<file path="config.mk">
export PLATFORM = sky130hd
export DESIGN_NAME = float_argminmax_tree_flat
export DESIGN_NICKNAME = d
export VERILOG_FILES = /design/src/rtl/float_argminmax_tree_pkg.sv /design/src/rtl/float_argminmax_tree_if.sv /design/src/rtl/float_argminmax_tree_cmp_sel.sv /design/src/rtl/float_argminmax_tree.sv /design/src/flat_wrapper.sv
export SDC_FILE = /design/constraint.sdc
export NUM_CORES = 2
export LEC_CHECK = 0
export BUFFER_PORTS_ARGS = -buffer_cell sky130_fd_sc_hd__buf_4
export CAP_MARGIN = 30
export CORE_ASPECT_RATIO = 0.5
export CORE_MARGIN = 2
export CORE_UTILIZATION = 60
export DETAILED_ROUTE_END_ITERATION = 8
export HOLD_SLACK_MARGIN = 0.05
export PLACE_DENSITY = 0.82
export SETUP_SLACK_MARGIN = 0.3
export SKIP_LAST_GASP = 1
export SYNTH_ARGS = -nofsm -noshare
export SYNTH_HDL_FRONTEND = slang
export SYNTH_SLANG_ARGS = --single-unit
</file>
<file path="constraint.sdc">
create_clock -name aclk -period 12.4 [get_ports aclk]
set_input_delay 1.24 -clock aclk [delete_from_list [all_inputs] [get_ports aclk]]
set_output_delay 1.24 -clock aclk [all_outputs]
set_load 0.01 [all_outputs]
</file>
<file path="src/rtl/float_argminmax_tree_pkg.sv">
`timescale 1ns/1ps
`default_nettype none
// ============================================================================
//  Package  : float_pkg
//  Purpose  : Shared entry type, mode encoding and float helpers for the
//             arg-min/arg-max reduction tree.
//  Revision : 1.0 - initial release
// ============================================================================
package float_pkg;

    // Entries are sized for the widest supported format/lane count; narrower
    // configurations zero-extend and the unused upper bits are optimised away.
    localparam int c_MAX_SIZE  = 64;
    localparam int c_MAX_IDX_W = 16;

    typedef enum logic {
        MODE_MIN = 1'b0,
        MODE_MAX = 1'b1
    } argmm_mode_t;

    typedef struct packed {
        logic [c_MAX_SIZE-1:0]  value;
        logic [c_MAX_IDX_W-1:0] index;
        logic                   is_nan;
    } argmm_entry_t;

    function automatic int mant_width(input int size, input int exp_w);
        return size - 1 - exp_w;
    endfunction

    function automatic logic is_nan(input logic [c_MAX_SIZE-1:0] word,
                                    input int size, input int exp_w);
        logic exp_ones;
        logic man_nz;
        exp_ones = 1'b1;
        man_nz   = 1'b0;
        for (int i = 0; i < c_MAX_SIZE; i++) begin
            if (i < mant_width(size, exp_w))
                man_nz = man_nz | word[i];
            else if (i < size - 1)
                exp_ones = exp_ones & word[i];
        end
        return exp_ones && man_nz;
    endfunction

    // Number of surviving entries after lvl pairing rounds of n lanes.
    function automatic int level_width(input int n, input int lvl);
        int w;
        w = n;
        for (int i = 0; i < lvl; i++)
            w = (w + 1) / 2;
        return w;
    endfunction

endpackage
`default_nettype wire

</file>
<file path="src/rtl/float_argminmax_tree_if.sv">
`timescale 1ns/1ps
`default_nettype none
// ============================================================================
//  Interface : float_argminmax_tree_if
//  Purpose   : Input vector stream and result stream of the reduction tree.
//  Revision  : 1.0 - initial release
// ============================================================================
interface float_argminmax_tree_if #(
    parameter int N    = 16,
    parameter int SIZE = 64
);
    localparam int IDX_W = $clog2(N);

    logic [N-1:0][SIZE-1:0] s_axis_a_tdata;
    logic                   s_axis_a_tuser;
    logic                   s_axis_a_tvalid;
    logic                   s_axis_a_tready;

    logic [IDX_W-1:0]       m_axis_result_tdata;
    logic [SIZE-1:0]        m_axis_result_value;
    logic                   m_axis_result_tuser;
    logic                   m_axis_result_tvalid;
    logic                   m_axis_result_tready;

    modport slave (
        input  s_axis_a_tdata, s_axis_a_tuser, s_axis_a_tvalid, m_axis_result_tready,
        output s_axis_a_tready, m_axis_result_tdata, m_axis_result_value,
               m_axis_result_tuser, m_axis_result_tvalid
    );

    modport master (
        output s_axis_a_tdata, s_axis_a_tuser, s_axis_a_tvalid, m_axis_result_tready,
        input  s_axis_a_tready, m_axis_result_tdata, m_axis_result_value,
               m_axis_result_tuser, m_axis_result_tvalid
    );
endinterface
`default_nettype wire

</file>
<file path="src/rtl/float_argminmax_tree_cmp_sel.sv">
`timescale 1ns/1ps
`default_nettype none
// ============================================================================
//  Module   : float_cmp_sel
//  Purpose  : Combinational compare-select of one lane pair; a is the lower
//             index and keeps every tie.
//  Revision : 1.0 - initial release
// ============================================================================
module float_cmp_sel
    import float_pkg::*;
#(
    parameter int SIZE = 64
) (
    input  argmm_entry_t i_a,
    input  argmm_entry_t i_b,
    input  argmm_mode_t  i_mode,
    output argmm_entry_t o_win
);

    logic [SIZE-1:0] w_key_a;
    logic [SIZE-1:0] w_key_b;
    logic            w_both_zero;
    logic            w_b_wins;

    // Maps sign-magnitude words onto an unsigned total order.
    function automatic logic [SIZE-1:0] order_key(input logic [SIZE-1:0] x);
        return x[SIZE-1] ? ~x : {1'b1, x[SIZE-2:0]};
    endfunction

    always_comb begin
        w_key_a     = order_key(i_a.value[SIZE-1:0]);
        w_key_b     = order_key(i_b.value[SIZE-1:0]);
        w_both_zero = (i_a.value[SIZE-2:0] == '0) && (i_b.value[SIZE-2:0] == '0);
        w_b_wins    = 1'b0;
        if (i_a.is_nan)
            w_b_wins = !i_b.is_nan;
        else if (i_b.is_nan || w_both_zero)
            w_b_wins = 1'b0;
        else if (i_mode == MODE_MIN)
            w_b_wins = (w_key_b < w_key_a);
        else
            w_b_wins = (w_key_b > w_key_a);

        o_win        = w_b_wins ? i_b : i_a;
        o_win.is_nan = i_a.is_nan && i_b.is_nan;
    end

endmodule
`default_nettype wire

</file>
<file path="src/rtl/float_argminmax_tree.sv">
`timescale 1ns/1ps
`default_nettype none
// ============================================================================
//  Module   : float_argminmax_tree
//  Purpose  : Pipelined N-way float arg-min/arg-max tree with AXI-Stream
//             handshake; one pairing level per register stage.
//  Revision : 1.0 - initial release
// ============================================================================
module float_argminmax_tree
    import float_pkg::*;
#(
    parameter int N     = 16,
    parameter int SIZE  = 64,
    parameter int EXP_W = 11
) (
    input  wire logic               aclk,
    input  wire logic               aresetn,
    float_argminmax_tree_if.slave   bus
);

    localparam int IDX_W  = $clog2(N);
    localparam int LEVELS = $clog2(N);

    argmm_entry_t      w_src [LEVELS][N];
    argmm_entry_t      w_win [LEVELS][N];
    argmm_entry_t      r_lvl [LEVELS][N];
    logic [LEVELS-1:0] r_valid;
    logic [LEVELS-1:0] r_mode;
    logic [LEVELS-1:0] w_valid_src;
    logic [LEVELS-1:0] w_mode_src;
    logic [LEVELS:0]   w_ready;

    for (genvar k = 0; k < LEVELS; k++) begin : g_level
        localparam int c_W_IN = level_width(N, k);
        for (genvar j = 0; j < N; j++) begin : g_lane
            if (k == 0) begin : g_in
                assign w_src[k][j] = '{
                    value:  c_MAX_SIZE'(bus.s_axis_a_tdata[j]),
                    index:  c_MAX_IDX_W'(j),
                    is_nan: is_nan(c_MAX_SIZE'(bus.s_axis_a_tdata[j]), SIZE, EXP_W)
                };
            end else begin : g_reg
                assign w_src[k][j] = r_lvl[k-1][j];
            end

            if (2*j + 1 < c_W_IN) begin : g_pair
                float_cmp_sel #(.SIZE(SIZE)) u_cmp (
                    .i_a    (w_src[k][2*j]),
                    .i_b    (w_src[k][2*j+1]),
                    .i_mode (argmm_mode_t'(w_mode_src[k])),
                    .o_win  (w_win[k][j])
                );
            end else if (2*j < c_W_IN) begin : g_pass
                // Odd trailing entry rides through this level uncompared.
                assign w_win[k][j] = w_src[k][2*j];
            end else begin : g_idle
                assign w_win[k][j] = '0;
            end
        end
    end

    always_comb begin
        w_ready        = '0;
        w_valid_src    = '0;
        w_mode_src     = '0;
        w_ready[LEVELS] = bus.m_axis_result_tready;
        for (int k = LEVELS - 1; k >= 0; k--)
            w_ready[k] = !r_valid[k] || w_ready[k+1];
        w_valid_src[0] = bus.s_axis_a_tvalid;
        w_mode_src[0]  = bus.s_axis_a_tuser;
        for (int k = 1; k < LEVELS; k++) begin
            w_valid_src[k] = r_valid[k-1];
            w_mode_src[k]  = r_mode[k-1];
        end
    end

    always_ff @(posedge aclk or negedge aresetn) begin
        if (!aresetn) begin
            r_valid <= '0;
            r_mode  <= '0;
            for (int k = 0; k < LEVELS; k++)
                for (int j = 0; j < N; j++)
                    r_lvl[k][j] <= '0;
        end else begin
            for (int k = 0; k < LEVELS; k++) begin
                if (w_ready[k]) begin
                    r_valid[k] <= w_valid_src[k];
                    r_mode[k]  <= w_mode_src[k];
                    for (int j = 0; j < N; j++)
                        r_lvl[k][j] <= w_win[k][j];
                end
            end
        end
    end

    assign bus.s_axis_a_tready      = aresetn && w_ready[0];
    assign bus.m_axis_result_tvalid = r_valid[LEVELS-1];
    assign bus.m_axis_result_tdata  = r_lvl[LEVELS-1][0].index[IDX_W-1:0];
    assign bus.m_axis_result_value  = r_lvl[LEVELS-1][0].value[SIZE-1:0];
    assign bus.m_axis_result_tuser  = r_lvl[LEVELS-1][0].is_nan;

endmodule
`default_nettype wire

</file>
<file path="src/flat_wrapper.sv">
// flat-port wrapper written by rule: the top's interface ports become plain ports
module float_argminmax_tree_flat import float_pkg::*;
#(
    parameter int N     = 16,
    parameter int SIZE  = 64,
    parameter int EXP_W = 11
)
  (aclk, aresetn, bus_s_axis_a_tdata, bus_s_axis_a_tuser, bus_s_axis_a_tvalid, bus_m_axis_result_tready, bus_s_axis_a_tready, bus_m_axis_result_tdata, bus_m_axis_result_value, bus_m_axis_result_tuser, bus_m_axis_result_tvalid);
  float_argminmax_tree_if #(.N(N), .SIZE(SIZE)) bus_i ();
  input  wire logic aclk;
  input  wire logic aresetn;
  input wire logic [$bits(bus_i.s_axis_a_tdata)-1:0] bus_s_axis_a_tdata;
  input wire logic [$bits(bus_i.s_axis_a_tuser)-1:0] bus_s_axis_a_tuser;
  input wire logic [$bits(bus_i.s_axis_a_tvalid)-1:0] bus_s_axis_a_tvalid;
  input wire logic [$bits(bus_i.m_axis_result_tready)-1:0] bus_m_axis_result_tready;
  output wire logic [$bits(bus_i.s_axis_a_tready)-1:0] bus_s_axis_a_tready;
  output wire logic [$bits(bus_i.m_axis_result_tdata)-1:0] bus_m_axis_result_tdata;
  output wire logic [$bits(bus_i.m_axis_result_value)-1:0] bus_m_axis_result_value;
  output wire logic [$bits(bus_i.m_axis_result_tuser)-1:0] bus_m_axis_result_tuser;
  output wire logic [$bits(bus_i.m_axis_result_tvalid)-1:0] bus_m_axis_result_tvalid;
  assign bus_i.s_axis_a_tdata = bus_s_axis_a_tdata;
  assign bus_i.s_axis_a_tuser = bus_s_axis_a_tuser;
  assign bus_i.s_axis_a_tvalid = bus_s_axis_a_tvalid;
  assign bus_i.m_axis_result_tready = bus_m_axis_result_tready;
  assign bus_s_axis_a_tready = bus_i.s_axis_a_tready;
  assign bus_m_axis_result_tdata = bus_i.m_axis_result_tdata;
  assign bus_m_axis_result_value = bus_i.m_axis_result_value;
  assign bus_m_axis_result_tuser = bus_i.m_axis_result_tuser;
  assign bus_m_axis_result_tvalid = bus_i.m_axis_result_tvalid;
  float_argminmax_tree #(.N(N), .SIZE(SIZE), .EXP_W(EXP_W)) u_core (.aclk(aclk), .aresetn(aresetn), .bus(bus_i));
endmodule
</file>
==> impl_metrics.json <==
{
  "drc": 0,
  "routedWlPerCell_um": 25.19,
  "cap_viol_max_count": 0,
  "grt_pass1_wl_um": 464900,
  "ir_worst_vdd_mv": 0.2763,
  "slowest_stage": "a311oi_4",
  "gp_congestion": 1.021,
  "crit_chain": "buf_4, xnor2_1, ha_1, nand4_1, or4_1, a31oi_1, o2111ai_1, a311oi_4, buf_4, buf_12, mux2i_1, a21oi_1",
  "worstMarginPinSlew_ps": 1141,
  "avgSynthCellArea_um2": 9.155,
  "hold_viol": 0,
  "io_buffers": 1099,
  "ctsLongestPathBuffers": 3,
  "synth_cell_types": 64,
  "firstDrtPassIters": 6,
  "ioPinCount": 1100,
  "final.period_utilization_pct": 45.18,
  "final_common_cell": "buf_4",
  "postLayoutCellArea_um2": 101500,
  "critPathRequiredTime_ps": 12990,
  "finClkSkew_ps": 42.47,
  "fmax_mhz": 178.5,
  "cts_tree": "yes",
  "vias_per_cell": 6.460,
  "cts.sinks": 1013,
  "p_per_area_nw_per_um2": 203.8,
  "grt_setup_unrepaired": "false",
  "status": "completed",
  "grt_pass1_vias": 76530,
  "layout_common_cells": "1159 x buf_4, 1158 x a21oi_1, 999 x dfrtp_1, 974 x mux2i_1, 960 x ha_1",
  "routed-via-count": 80400,
  "final_nets": 12380,
  "antenna_found_initial": 10,
  "endpoint_kind": "register",
  "grt_use_total_pct": 39.97,
  "min_period_ps": 5603,
  "hpwlAfterDp_um": 246000,
  "dieHeight_um": 275.3,
  "cts_buffers": 93,
  "crit_type": "register to register",
  "num-fill-cells": 11640,
  "dpl-instance-area_um2": 97850,
  "tns_ps": 0,
  "synth_edf_count": 0,
  "ys_seq_area_share_pct": 28.69,
  "max_slew_margin_pct": 23.90,
  "setup_viol": 0,
  "async_reset_ff_share_pct": 100.0,
  "post_synth_instance_area_um2": 88350,
  "cp_max_fo": 42,
  "grt_overflow": 0,
  "die_w_um": 546.7,
  "grt_max_degree": 260,
  "clk_latency_ps": 740,
  "slew_viol_final": 0,
  "clk_pin_slew_ps": 70,
  "yosys_warnings": 0,
  "cts-hold-fix-buffers": 0,
  "critPathMaxStageDelay_ps": 750,
  "start_util_pct": 60.49,
  "die-area_um2": 150500,
  "cp_data_arrival_time_ps": 6190,
  "cts_setup_buffers": 0,
  "routed_wl_um": 313500,
  "crit_buf_inv": 3,
  "rows": 99,
  "leakage_nw": 46.10,
  "ant_nets": 0,
  "worstSetupStartpointType": "register",
  "synth_ff_type": "dfrtp_1",
  "synthCells": 9650,
  "cts_resized": 0,
  "hp-class": "input port to async pin",
  "synthToLayoutAreaGrowth_pct": 14.85,
  "syn_nets": 11640,
  "drive_gt1_share_pct": 13.35,
  "ys_seq_elements": 1013,
  "clockRootBuffer": "clkbuf_16",
  "utilization_pct": 69.48,
  "cpLargestDelayFamily": "buffers and inverters",
  "worst_path_most_repeated_cell": "buf_4",
  "drtIter0Drc": 9383,
  "cts_htree_levels": 3,
  "core_um2": 146000
}
==> final timing paths <==
kind / startpoint / to / slack (ps) / cells after the start
setup / recovery: u_core.r_lvl[4859]$_DFFE_PN0N_ / u_core.r_lvl[3646]$_DFFE_PN0P_ / 6800 / 12
hold / removal: aresetn / u_core.r_lvl[4861]$_DFFE_PN0N_ / 410 / 1
setup reg to reg: u_core.r_lvl[4859]$_DFFE_PN0N_ / u_core.r_lvl[3646]$_DFFE_PN0P_ / 6800 / 12
hold reg to reg: u_core.r_lvl[4862]$_DFFE_PN0N_ / u_core.r_lvl[4862]$_DFFE_PN0N_ / 470 / 1
max in group asynchronous: aresetn / u_core.r_lvl[4778]$_DFFE_PN0N_ / 9410 / 5
min in group aclk: u_core.r_lvl[4862]$_DFFE_PN0N_ / u_core.r_lvl[4862]$_DFFE_PN0N_ / 470 / 1
==> where the power goes <==
group	internal, mW	total (mW)	switching [mW]
combinational	5.06	11.3	6.27
sequential	4.35	6.31	1.96
clock	1.65	3.04	1.40
==> final cells by class <==
type,instances,area (µm²),share of cell area [%]
inverters,38,142.6,0.1406
clock buffers,123,2621,2.583
diodes,11,27.53,0.02713
multi-input cells,8052,60770,59.89
clock inverters,46,488.0,0.4809
repair buffers,1193,9572,9.433
well taps,1969,2464,2.428
flip-flops and latches,1013,25390,25.02
==> state kept, by name (all words and copies together) (netlist names) <==
register,count
u_core.r_mode,3
u_core.bus.m_axis_result_tuser,1
u_core.bus.m_axis_result_value,64
u_core.bus.m_axis_result_tdata,4
u_core.r_valid,4
u_core.r_lvl,937
==> routing by layer <==
| metal | global-route usage, % | part of all wire (%) | wire length [µm] | vias to the layer above |
|---|---|---|---|---|
| met2 | 62.25 | 44 | 138700 | 4044 |
| met1 | 52.60 | 39 | 123100 | 39000 |
| met4 | 16.28 | 4.9 | 15250 | 8 |
| met5 | 0 | 0.022 | 68 | - |
| met3 | 11.19 | 12 | 36360 | 985 |
| li1 | - | - | - | 36360 |
==> through the flow <==
step | hold WS, ps | total power, mW | setup WS (ps) | cells
6_report | 413.2 | 20.68 | 6797 | 12450
5_1_grt | 410.0 | 21.96 | 6660 | 12440
4_1_cts | 393.0 | 20.33 | 6804 | 12420
3_5_place_dp | 454.7 | 17.21 | 6419 | 12250
3_3_place_gp | 450.1 | 16.81 | 6468 | 12240
2_1_floorplan | 434.6 | 13.39 | 7536 | 9650
==> logic make-up after synthesis <==
family          count (synthesis)  synth area share (%)
mux                           975                 11.05
xor+xnor                     1890                 18.74
simple gates                 2370                 13.22
compound gates               1857                 11.93
buf+inv                       585                 2.780
fa+ha+maj                     960                 13.60
flops                        1013                 28.69
==> cells in the mapped netlist (25+ instances only) <==
cell type / number / share of area, %
inv_1: 38 / 0.16
or4_1: 32 / 0.27
nand3_1: 76 / 0.43
ha_1: 960 / 14
nand4_1: 350 / 2.5
nand2_1: 325 / 1.4
buf_1: 100 / 0.42
nor2_1: 906 / 3.8
xor2_1: 945 / 9.4
nor2b_1: 37 / 0.26
nor4_1: 523 / 3.7
o21ai_0: 220 / 1.2
a21o_1: 280 / 2.4
o211ai_1: 33 / 0.28
nor3_1: 54 / 0.31
clkbuf_1: 343 / 1.5
a21oi_1: 1158 / 6.6
buf_2: 64 / 0.36
mux2i_1: 974 / 11
a211oi_1: 33 / 0.28
buf_4: 32 / 0.27
dfrtp_1: 1013 / 29
o21ai_1: 25 / 0.14
xnor2_1: 945 / 9.4
(Power assumes the default switching activity.)
